**src/rtl/pipe_stage_hs.sv**
```systemverilog
// pipe_stage_hs: parametrised inter-stage pipeline register with valid/ready
// handshake, flush-to-NOP control, and an optional 2-entry skid buffer.
//
// Ports:
//   CLK, RST           clock (rising edge), asynchronous active-high reset
//   flush              drop every held and incoming beat this cycle
//   in_valid/in_ready  upstream handshake; in_ctrl/in_data upstream bundles
//   out_valid/out_ready downstream handshake; out_ctrl/out_data bundles
//   occ                entries held after the last edge (0..2)
module pipe_stage_hs #(
    parameter int                 CTRL_W   = 16,
    parameter int                 DATA_W   = 133,
    parameter logic [CTRL_W-1:0]  CTRL_NOP = '0,
    parameter int                 SKID     = 1
) (
    input  logic              CLK,
    input  logic              RST,
    input  logic              flush,
    input  logic              in_valid,
    output logic              in_ready,
    input  logic [CTRL_W-1:0] in_ctrl,
    input  logic [DATA_W-1:0] in_data,
    output logic              out_valid,
    input  logic              out_ready,
    output logic [CTRL_W-1:0] out_ctrl,
    output logic [DATA_W-1:0] out_data,
    output logic [1:0]        occ
);

    typedef enum logic [1:0] {
        ST_EMPTY = 2'd0,
        ST_FULL  = 2'd1,
        ST_SKID  = 2'd2
    } state_e;

    state_e            state_q, state_d;
    logic [CTRL_W-1:0] main_ctrl_q, main_ctrl_d;
    logic [DATA_W-1:0] main_data_q, main_data_d;
    logic [CTRL_W-1:0] skid_ctrl_q, skid_ctrl_d;
    logic [DATA_W-1:0] skid_data_q, skid_data_d;
    logic              rdy_q, rdy_d;
    logic              live_q;

    logic in_fire;
    logic out_fire;

    // Flush suppresses the input fire even when in_ready is high.
    assign in_fire  = in_valid & in_ready & ~flush;
    assign out_fire = out_valid & out_ready;

    // State register
    always_ff @(posedge CLK or posedge RST) begin
        if (RST) begin
            state_q     <= ST_EMPTY;
            main_ctrl_q <= CTRL_NOP;
            main_data_q <= '0;
            skid_ctrl_q <= CTRL_NOP;
            skid_data_q <= '0;
            rdy_q       <= 1'b0;
            live_q      <= 1'b0;
        end else begin
            state_q     <= state_d;
            main_ctrl_q <= main_ctrl_d;
            main_data_q <= main_data_d;
            skid_ctrl_q <= skid_ctrl_d;
            skid_data_q <= skid_data_d;
            rdy_q       <= rdy_d;
            live_q      <= 1'b1;
        end
    end

    // Next-state and datapath. The main entry is forced back to NOP/0
    // whenever it drains, so the outputs need no masking.
    always_comb begin
        state_d     = state_q;
        main_ctrl_d = main_ctrl_q;
        main_data_d = main_data_q;
        skid_ctrl_d = skid_ctrl_q;
        skid_data_d = skid_data_q;
        if (flush) begin
            state_d     = ST_EMPTY;
            main_ctrl_d = CTRL_NOP;
            main_data_d = '0;
            skid_ctrl_d = CTRL_NOP;
            skid_data_d = '0;
        end else begin
            unique case (state_q)
                ST_EMPTY: begin
                    if (in_fire) begin
                        state_d     = ST_FULL;
                        main_ctrl_d = in_ctrl;
                        main_data_d = in_data;
                    end
                end
                ST_FULL: begin
                    if (in_fire && out_fire) begin
                        main_ctrl_d = in_ctrl;
                        main_data_d = in_data;
                    end else if (out_fire) begin
                        state_d     = ST_EMPTY;
                        main_ctrl_d = CTRL_NOP;
                        main_data_d = '0;
                    end else if (in_fire && SKID != 0) begin
                        state_d     = ST_SKID;
                        skid_ctrl_d = in_ctrl;
                        skid_data_d = in_data;
                    end
                end
                ST_SKID: begin
                    if (out_fire) begin
                        state_d     = ST_FULL;
                        main_ctrl_d = skid_ctrl_q;
                        main_data_d = skid_data_q;
                        skid_ctrl_d = CTRL_NOP;
                        skid_data_d = '0;
                    end
                end
                default: begin
                    state_d     = ST_EMPTY;
                    main_ctrl_d = CTRL_NOP;
                    main_data_d = '0;
                    skid_ctrl_d = CTRL_NOP;
                    skid_data_d = '0;
                end
            endcase
        end
    end

    // Registered ready: only the post-edge state decides it, so the
    // downstream stall never reaches upstream combinationally.
    assign rdy_d = (state_d != ST_SKID);

    // Outputs
    always_comb begin
        out_valid = (state_q != ST_EMPTY);
        out_ctrl  = main_ctrl_q;
        out_data  = main_data_q;
        occ       = 2'd0;
        unique case (state_q)
            ST_FULL: occ = 2'd1;
            ST_SKID: occ = 2'd2;
            default: occ = 2'd0;
        endcase
        if (SKID != 0) begin
            in_ready = rdy_q;
        end else begin
            in_ready = live_q & (~out_valid | out_ready);
        end
    end

endmodule
```
**config.mk**
```make
export PLATFORM = sky130hd
export DESIGN_NAME = pipe_stage_hs
export DESIGN_NICKNAME = d
export VERILOG_FILES = /design/src/rtl/pipe_stage_hs.sv
export SDC_FILE = /design/constraint.sdc
export NUM_CORES = 1
export LEC_CHECK = 0
export CORE_MARGIN = 4
export CORE_UTILIZATION = 53
export DETAILED_ROUTE_END_ITERATION = 6
export PLACE_DENSITY = 0.87
export RECOVER_POWER = 100
export SLEW_MARGIN = 30
export SYNTH_ARGS = -nofsm -noshare
export SYNTH_HDL_FRONTEND = slang
export SYNTH_SLANG_ARGS = --single-unit
```
**constraint.sdc**
```tcl
create_clock -name CLK -period 12.7 [get_ports CLK]
set_clock_uncertainty 0.2 [all_clocks]
set_input_delay 2.54 -clock CLK [delete_from_list [all_inputs] [get_ports CLK]]
set_output_delay 2.54 -clock CLK [all_outputs]
set_load 0.01 [all_outputs]
```
==> implementation parameters, run 1 <==
Parameter                              Value

Die
  Area inside the core boundary    28900 sq um
  Top Ports    approximately 310
  Effective utilization at floorplan    54.1%
  X dimension of the die    180 um
  Row count    between 60 and 70
  Chip Height    180 um
  Die ar.    32200 sq um

Global routing
  Antenna violations before repair    2
  Vias in the first global route    approximately 13k
  Global route total overflow    0
  Total routing resource utilization after global routing    25.7%
  Pin count of the biggest net entering global routing    153
  First-pass GRT wire length    ~71000 um

STA
  Fmax    117 MHz
  Worst hold margin    280 ps
  Final Hold Fails    0
  RSZ-0062 raised after global routing    no
  Final period util    67.1%
  Min cycle time layout    approximately 8500 ps
  Worst slew slack as a fraction of its limit    -358%
  Pin slew with the least headroom to its limit    6830 ps
  Setup TNS Final    0 ps
  Final count of pins violating max slew    409
  Total setup violations reported at the end of the flow    0

Place
  Detail Placement HPWL    25800 um
  I/O Buffers    306
  Final estimated routing congestion in global placement    0.802

Job
  Number of maximum-capacitance constraint violations    5

Route
  Number of design-rule violations left by the first detailed-router iteration    approximately 1.3k
  Routed vias    around 13k
  Final routed wire length divided by cell count    20.4 um
  DRC violation count after routing    0
  First drt pass iteration count    5
  Vias per std cell    5.99
  Wire length after detailed routing    43300 um
  Number of nets with antenna violations after detailed routing    0

Pwr
  Power density over the cells    125 nW/um^2
  Overall Power    between 2 and 2.5 mW
  Leakage    7.89 nW
  Peak supply drop    approximately 0.1 mV

Cells and area
  Most frequent standard cell in the layout excluding fill and tap cells    dfrtp_1
  Area delta synth->final    23.5%
  Ratio of cells with drive above 1 in the final layout    7.41%
  Core utilization of the finished layout    66.8%
  Fillcell total    2221
  Count of nets after finishing    between 1.5k and 2k
  Most frequent cells in the layout    dfrtp_1, dlygate4sd3_1, nor2_1

Hold path
  Path class of the lowest-slack min-delay path    reg2reg

Worst setup path
  CP Capture Type    output port
  Worst path bufs/invs    4
  Stage delay of the slowest cell on the critical path    between 2000 and 3000 ps
  Required time of the critical path    9960 ps
  Largest fanout on the critical path    between 40 and 50
  Critical path cell sequence    buf_4 -> clkbuf_1 -> nor2_1 -> inv_1 -> dlygate4sd3_1
  Crit start category    register
  Top delay family on crit path    buffers and inverters
  Crit path DAT    5780 ps
  CP max stage cell    clkbuf_1
  Startpoint-to-endpoint class of the critical path    reg2out

CTS
  Number of post-CTS setup repair buffers    0
  Maximum clock insertion buffer count    3
  H-tree levels    1
  Root buffer selected by CTS    clkbuf_16
  Number of hold-repair buffers added at the cts stage    0
  Clock tree from TritonCTS    done
  Number of clock buffers inserted by TritonCTS    31
  Insertion delay to the later sink of the worst-skew pair    560 ps
  Post-cts gate resize count    0
  Clock transition at the registers of the reported paths    around 60 ps
  Clock net sink count    about 300

Yosys
  Sequential-to-total area share from yosys stat    48.3%
  Mean Syn Cell Area    10.3 sq um
  Post-Synthesis Cells    1514
  Synth warn    0
  Area share of the leading cell type in the synthesized netlist    48.3%
  Cell taking the most area after synthesis    dfrtp_1
  Synthesized Nets    1668
  Most area-consuming cells after synthesis    dfrtp_1, mux2i_1, o2bb2ai_1
  Post-synthesis cell type count    32
  Post-synthesis instance area    15600 sq um
  Number of synthesized register bits    approximately 300

Outcome
  Violated checks    capacitance limit, slew limit
  Outcome    finished, violations left
[cell usage after synthesis, drive strengths merged]
master   instances
and3b            2
a2bb2oi          1
nor2           154
o2bb2ai        149
nor3b            5
nand3          144
o21bai           1
o32a             1
nand2            1
a21oi          151
mux2i          149
xnor2            1
clkbuf          49
a31o             5
o21ai          145
nand3b           1
nor2b            3
dfrtp          301
nor3             1
inv              2
o22a             1
buf            101
or3              1
nand2b         145
[sequential cells by signal (all words and copies together), names as in the netlist]
register / flops
out_ctrl: 16
out_data: 133
skid_data_q: 133
state_q: 2
skid_ctrl_q: 16
in_ready: 1
[worst paths after layout]
| path | from | end | slack, ps | depth (start not counted) |
|---|---|---|---|---|
| worst max-delay path | state_q[1] | out_valid | 4180 | 5 |
| min in group asynchronous | RST | out_ctrl[13] | 4310 | 2 |
| worst min register to register | out_ctrl[2] | out_ctrl[2] | 280 | 1 |
| worst min-delay path | out_ctrl[2] | out_ctrl[2] | 280 | 1 |
| worst max register to register | state_q[1] | out_data[60] | 4490 | 7 |
| max in group asynchronous | RST | state_q[0] | 4330 | 2 |
[cell families after synthesis]
kind of cell | count (synthesis) | synth area share (%)
and+or+nand+nor | 457 | 18.4
AOI/OAI and AO/OA | 454 | 18.5
DFF | 301 | 48.3
buffers and inverters | 152 | 5.24
muxes | 149 | 9.56
xor gates and xnor gates | 1 | 0.0561
[final cells by class]
| class | count | area [sq um] | share of cell area [%] |
|---|---|---|---|
| Multi-Input combinational cell | 1061 | 6960 | 36.1 |
| Timing Repair Buffer | 323 | 3220 | 16.7 |
| Antenna cell | 2 | 5.00 | 0.0260 |
| Clock inverter | 9 | 149 | 0.773 |
| Inverter | 2 | 8.76 | 0.0455 |
| Sequential cell | 301 | 7540 | 39.1 |
| Tap cell | 384 | 480 | 2.49 |
| Clock buffer | 45 | 908 | 4.71 |
[metal layers]
layer	GRT usage [%]	part of all wire, %	wire length (um)
met3	5.64	7.0	3020
met4	6.37	2.6	1110
met5	0	0.030	13
met1	36.0	43	18600
met2	41.3	48	20600
[where the power goes]
part           internal (mW)  switching (mW)
registers               1.01          0.0425
clock network          0.572           0.380
logic                  0.172           0.226
total                   1.76           0.648
[metrics by stage]
| step | setup WS, ps | cell area, sq um | cells |
|---|---|---|---|
| global route | 3020 | 19300 | 2126 |
| CTS | 6120 | 19600 | 2125 |
| global placement | 6520 | 18500 | 2071 |
| detailed placement | 6360 | 18500 | 2071 |
| finish | 4180 | 19300 | 2127 |
| floorplan | 1640 | 15600 | 1514 |
(Power assumes the default switching activity.)
==> run 2, diff against run 1 <==
==> constraint.sdc (replaced) <==
create_clock -name CLK -period 8.05 [get_ports CLK]
set_clock_uncertainty 0.2 [all_clocks]
set_input_delay 1.61 -clock CLK [delete_from_list [all_inputs] [get_ports CLK]]
set_output_delay 1.61 -clock CLK [all_outputs]
set_load 0.01 [all_outputs]
==> run 2 against run 1 <==
The flow still finishes with violations (capacitance limit, slew limit). Via count grew 0.14%. Cell count is 0.28% higher. Count of clock-buffer cells in the layout grew 7. Sequential share of layout area down 0.43 points. Critical path depth rose by 1. Final area up 1.1%. Highest routed layer unchanged.
==> implementation parameters, run 2 (synthesis results as in run 1) <==
Parameter                              Value

Outcome
  Outcome    finished, violations left
  Violated checks    capacitance limit, slew limit

STA
  Final Hold Fails    0
  Setup TNS Final    0 ps
  Final period util    72.4%
  Fmax    172 MHz
  Worst slew slack as a fraction of its limit    -159%
  PnR worst setup slack    around 2200 ps
  Total setup violations reported at the end of the flow    0
  Min cycle time layout    5830 ps
  Pin slew with the least headroom to its limit    between 3000 and 4000 ps
  Final count of pins violating max slew    roughly 390
  RSZ-0062 raised after global routing    no

Cells and area
  Core utilization of the finished layout    67.5%
  Most frequent cells in the layout    dfrtp_1, dlygate4sd3_1, nor2_1
  Ratio of cells with drive above 1 in the final layout    8.69%
  Count of nets after finishing    between 1.5k and 2k
  Number of inserted diodes    0
  Fillcell total    between 2k and 2.5k
  Total area of multi-input combinational cells    7060 sq um
  Area occupied by registers    approximately 7500 sq um
  Area delta synth->final    24.8%
  Most frequent standard cell in the layout excluding fill and tap cells    dfrtp_1

Die
  Chip Height    around 180 um
  Die ar.    approximately 32000 sq um
  Top Ports    slightly above 300
  Area inside the core boundary    28900 sq um
  X dimension of the die    180 um
  Effective utilization at floorplan    roughly 54%
  Row count    between 60 and 70

Global routing
  Total routing resource utilization after global routing    25.6%
  Antenna violations before repair    6
  Global route total overflow    0
  First-pass GRT wire length    70000 um
  Pin count of the biggest net entering global routing    155
  Vias in the first global route    approximately 13k

Worst setup path
  CP max stage cell    clkbuf_1
  Worst setup slack for register-to-register paths    2640 ps
  Timing endpoint of the critical path    out_data[55]
  Worst R2R End    out_data[55]
  Crit start category    input pin
  Required time of the critical path    8270 ps
  Critical path depth    6
  Crit path DAT    between 6000 and 7000 ps
  Worst path bufs/invs    2
  Setup crit start    out_ready
  Number of cell instances on the worst register-to-register path    6
  Top delay family on crit path    buffers and inverters
  Largest fanout on the critical path    between 70 and 80
  Stage delay of the slowest cell on the critical path    2710 ps
  Critical path cell sequence    dlygate4sd3_1 -> nand2b_1 -> nor2_4 -> clkbuf_1 -> a21oi_1 -> o2bb2ai_1
  Startpoint-to-endpoint class of the critical path    in2reg
  CP Capture Type    register
  Origin of the critical flop-to-flop path    state_q[1]

Route
  Final routed wire length divided by cell count    20.1 um
  Number of design-rule violations left by the first detailed-router iteration    approximately 1.2k
  DRC violation count after routing    0
  First drt pass iteration count    6
  Vias per std cell    5.98
  Routed vias    12.8k
  Wire length after detailed routing    ~43000 um
  Number of nets with antenna violations after detailed routing    0

CTS
  Clock transition at the registers of the reported paths    roughly 60 ps
  Number of clock buffers inserted by TritonCTS    34
  Post-cts gate resize count    0
  Clock net sink count    301
  Clock tree from TritonCTS    done
  Number of post-CTS setup repair buffers    0
  Number of hold-repair buffers added at the cts stage    0
  Root buffer selected by CTS    clkbuf_16
  H-tree levels    2
  Maximum clock insertion buffer count    3
  Insertion delay to the later sink of the worst-skew pair    ~500 ps

Pwr
  Power density over the cells    197 nW/um^2
  Leakage    7.94 nW
  Peak supply drop    0.145 mV
  Overall Power    3.84 mW

Place
  I/O Buffers    306
  Post-place setup slack    3470 ps
  Final estimated routing congestion in global placement    about 0.80
  Detail Placement HPWL    25700 um

Job
  Number of maximum-capacitance constraint violations    6

Hold path
  Path class of the lowest-slack min-delay path    reg2reg
[run 2: cell types whose count changed in the layout (fill, tap and decap cells not counted), sizes merged]
| cell | change |
|---|---|
| buf | +1 |
| diode | -2 |
| inv | -1 |
| bufinv | -3 |
| clkinv | +2 |
| clkbuf | +9 |
[run 2: worst min-delay path by stage]
| stage | end | startpoint | cells after the start |
|---|---|---|---|
| after detailed placement | out_data[81] | out_data[81] | 1 |
| after CTS | out_ctrl[9] | out_ctrl[9] | 1 |
| after global routing | out_data[28] | out_data[28] | 1 |
| final | out_data[6] | out_data[6] | 1 |
| after floorplan | skid_ctrl_q[0] | skid_ctrl_q[0] | 2 |
| after global placement | out_data[52] | out_data[52] | 1 |
[run 2: through the flow]
step / hold WS (ps) / cell area, sq um / instances
2_1_floorplan: 305 / 15600 / 1514
6_report: 277 / 19500 / 2133
3_5_place_dp: 273 / 18600 / 2073
5_1_grt: 291 / 19500 / 2133
3_3_place_gp: 270 / 18500 / 2072
4_1_cts: 288 / 19700 / 2132
[run 2: worst reg2reg max path, delay by kind of cell (launching register included)]
family / cells / cell delay [ps]
DFF: 1 / 830
and+or+nand+nor: 2 / 390
AOI/OAI and AO/OA: 2 / 770
buffers and inverters: 2 / 3150
[run 2: routing by layer]
metal	global-route usage [%]	vias up	share of wire [%]
met1	35.8	6301	43
met4	6.46	12	2.3
li1	-	5833	-
met3	6.37	77	7.7
met5	0	-	0.20
met2	40.6	527	47
[run 2: final cells by class]
cell class	instances	share of cell area (%)
timing repair buffer	326	16.8
sequential	301	38.7
multi-input combinational	1061	36.2
tap	384	2.47
inverter	2	0.0450
clock buffer	52	5.40
clock inverter	7	0.328
[run 2: report_power, final]
part / leakage (nW) / total [mW] / internal, mW / switching (mW)
Combinational: 3.27 / 0.639 / 0.274 / 0.365
Clock: 0.554 / 1.54 / 0.932 / 0.612
Sequential: 4.12 / 1.66 / 1.59 / 0.0607
==> run 3, diff against run 2 <==
==> constraint.sdc (replaced) <==
create_clock -name CLK -period 5.95 [get_ports CLK]
set_clock_uncertainty 0.2 [all_clocks]
set_input_delay 1.19 -clock CLK [delete_from_list [all_inputs] [get_ports CLK]]
set_output_delay 1.19 -clock CLK [all_outputs]
set_load 0.01 [all_outputs]
==> run 3 against run 2 <==
The flow still finishes with violations (capacitance limit, slew limit). Hold slack about the same. Sequential cell count unchanged. Setup slack got worse by 490 ps. Cell count increased by 0.28%. Wire length decreased by 0.43%. Largest cell class unchanged.
==> implementation parameters, run 3 (synthesis results as in run 1) <==
Parameter                              Value

Cells and area
  Ratio of cells with drive above 1 in the final layout    5.31%
  Fillcell total    between 2k and 2.5k
  Total area of multi-input combinational cells    6750 sq um
  Most frequent standard cell in the layout excluding fill and tap cells    dfrtp_1
  Most frequent cells in the layout    dfrtp_1, dlygate4sd3_1, nor2_1
  Count of nets after finishing    1883
  Area delta synth->final    23.1%
  Area occupied by registers    7540 sq um
  Post-route standard cell area excluding fillers    19200 sq um
  Post-Layout Cell Count    2139
  Core utilization of the finished layout    roughly 67%

Route
  Wire length on met2    20100 um
  First drt pass iteration count    5
  Uppermost routed layer    met5
  Number of design-rule violations left by the first detailed-router iteration    1036
  Final routed wire length divided by cell count    20.0 um
  Vias per std cell    5.90
  Routed vias    12.6k
  Number of nets with antenna violations after detailed routing    0
  DRC violation count after routing    0
  DRT met1 WL    18400 um
  Met3 wire len    3050 um
  Wire length after detailed routing    between 40000 and 50000 um

Die
  Effective utilization at floorplan    54.1%
  Die ar.    ~32000 sq um
  Top Ports    307
  Row count    62
  Area inside the core boundary    28900 sq um
  Chip Height    180 um
  X dimension of the die    180 um

Pwr
  Leakage    7.96 nW
  Power density over the cells    between 200 and 300 nW/um^2
  Peak supply drop    between 0.2 and 0.25 mV
  Overall Power    ~5.2 mW

CTS
  Number of clock buffers inserted by TritonCTS    34
  Number of post-CTS setup repair buffers    0
  Post-cts gate resize count    0
  Clock net sink count    301
  Number of hold-repair buffers added at the cts stage    0
  Clock tree from TritonCTS    done
  Maximum clock insertion buffer count    3
  Insertion delay to the later sink of the worst-skew pair    500 ps
  Clock transition at the registers of the reported paths    60 ps
  H-tree levels    2
  Root buffer selected by CTS    clkbuf_16

Outcome
  Violated checks    capacitance limit, slew limit
  Outcome    finished, violations left

Hold path
  Path class of the lowest-slack min-delay path    reg2reg
  Hold depth    1
  Worst hold start    out_data[64]
  Min-Delay Endpoint    out_data[64]

Job
  Number of maximum-capacitance constraint violations    4

STA
  Fmax    237 MHz
  Final count of pins violating max slew    373
  RSZ-0062 raised after global routing    no
  Setup TNS Final    0 ps
  Final period util    70.8%
  Final Hold Fails    0
  PnR worst setup slack    1740 ps
  Worst slew slack as a fraction of its limit    -87.1%
  Total setup violations reported at the end of the flow    0
  Worst hold margin    277 ps
  Pin slew with the least headroom to its limit    2810 ps
  Min cycle time layout    4210 ps

Place
  Placed instance count    2075
  Final estimated routing congestion in global placement    0.804
  Detail Placement HPWL    25200 um
  Post-place setup slack    approximately 2200 ps
  Placement Cell Area    18600 sq um
  I/O Buffers    between 300 and 400

Worst setup path
  CP Capture Type    register
  Number of cell instances on the worst register-to-register path    6
  Origin of the critical flop-to-flop path    state_q[1]
  Crit start category    register
  Largest fanout on the critical path    37
  Worst R2R End    out_data[118]
  Startpoint-to-endpoint class of the critical path    reg2reg
  Crit path DAT    about 4300 ps
  Required time of the critical path    slightly above 6000 ps
  Worst setup slack for register-to-register paths    1740 ps

Global routing
  Global route total overflow    0
  Antenna violations before repair    6
  Vias in the first global route    12.9k
  Pin count of the biggest net entering global routing    176
  First-pass GRT wire length    between 60000 and 70000 um
  Total routing resource utilization after global routing    25.5%
run 3: how the worst max path moves through the flow:
stage | from | endpoint | slack, ps | depth (start not counted)
global route | state_q[1] | out_data[116] | 1460 | 6
global placement | out_ready | skid_data_q[59] | 2240 | 6
detailed placement | out_ready | skid_data_q[26] | 2170 | 6
finish | state_q[1] | out_data[118] | 1740 | 6
floorplan | RST | in_ready | 560 | 1
CTS | state_q[1] | occ[1] | 2010 | 2
run 3: routing by layer:
metal / up-vias / track usage [%]
met2: 443 / 41.1
li1: 5829 / -
met4: 8 / 7.74
met5: - / 0
met1: 6257 / 34.0
met3: 85 / 6.85
run 3: power breakdown:
| group | internal (mW) | switching [mW] | total, mW |
|---|---|---|---|
| sequential | 2.16 | 0.0801 | 2.24 |
| combinational | 0.375 | 0.482 | 0.857 |
| clock | 1.25 | 0.821 | 2.07 |
run 3: cell type report:
cell class | instances | area share, %
flip-flops and latches | 301 | 39.3
multi-input cells | 1061 | 35.1
repair buffers | 329 | 17.3
clock buffers | 53 | 5.23
well taps | 384 | 2.50
clock inverters | 7 | 0.489
inverters | 2 | 0.0456
diodes | 2 | 0.0261
run 3: critical path: stages, from the launching register on:
cell	delay, ps
dfrtp_4	700
buf_12	300
clkbuf_1	2010
mux2i_1	330
nor2_1	70
a21oi_1	230
o2bb2ai_1	110
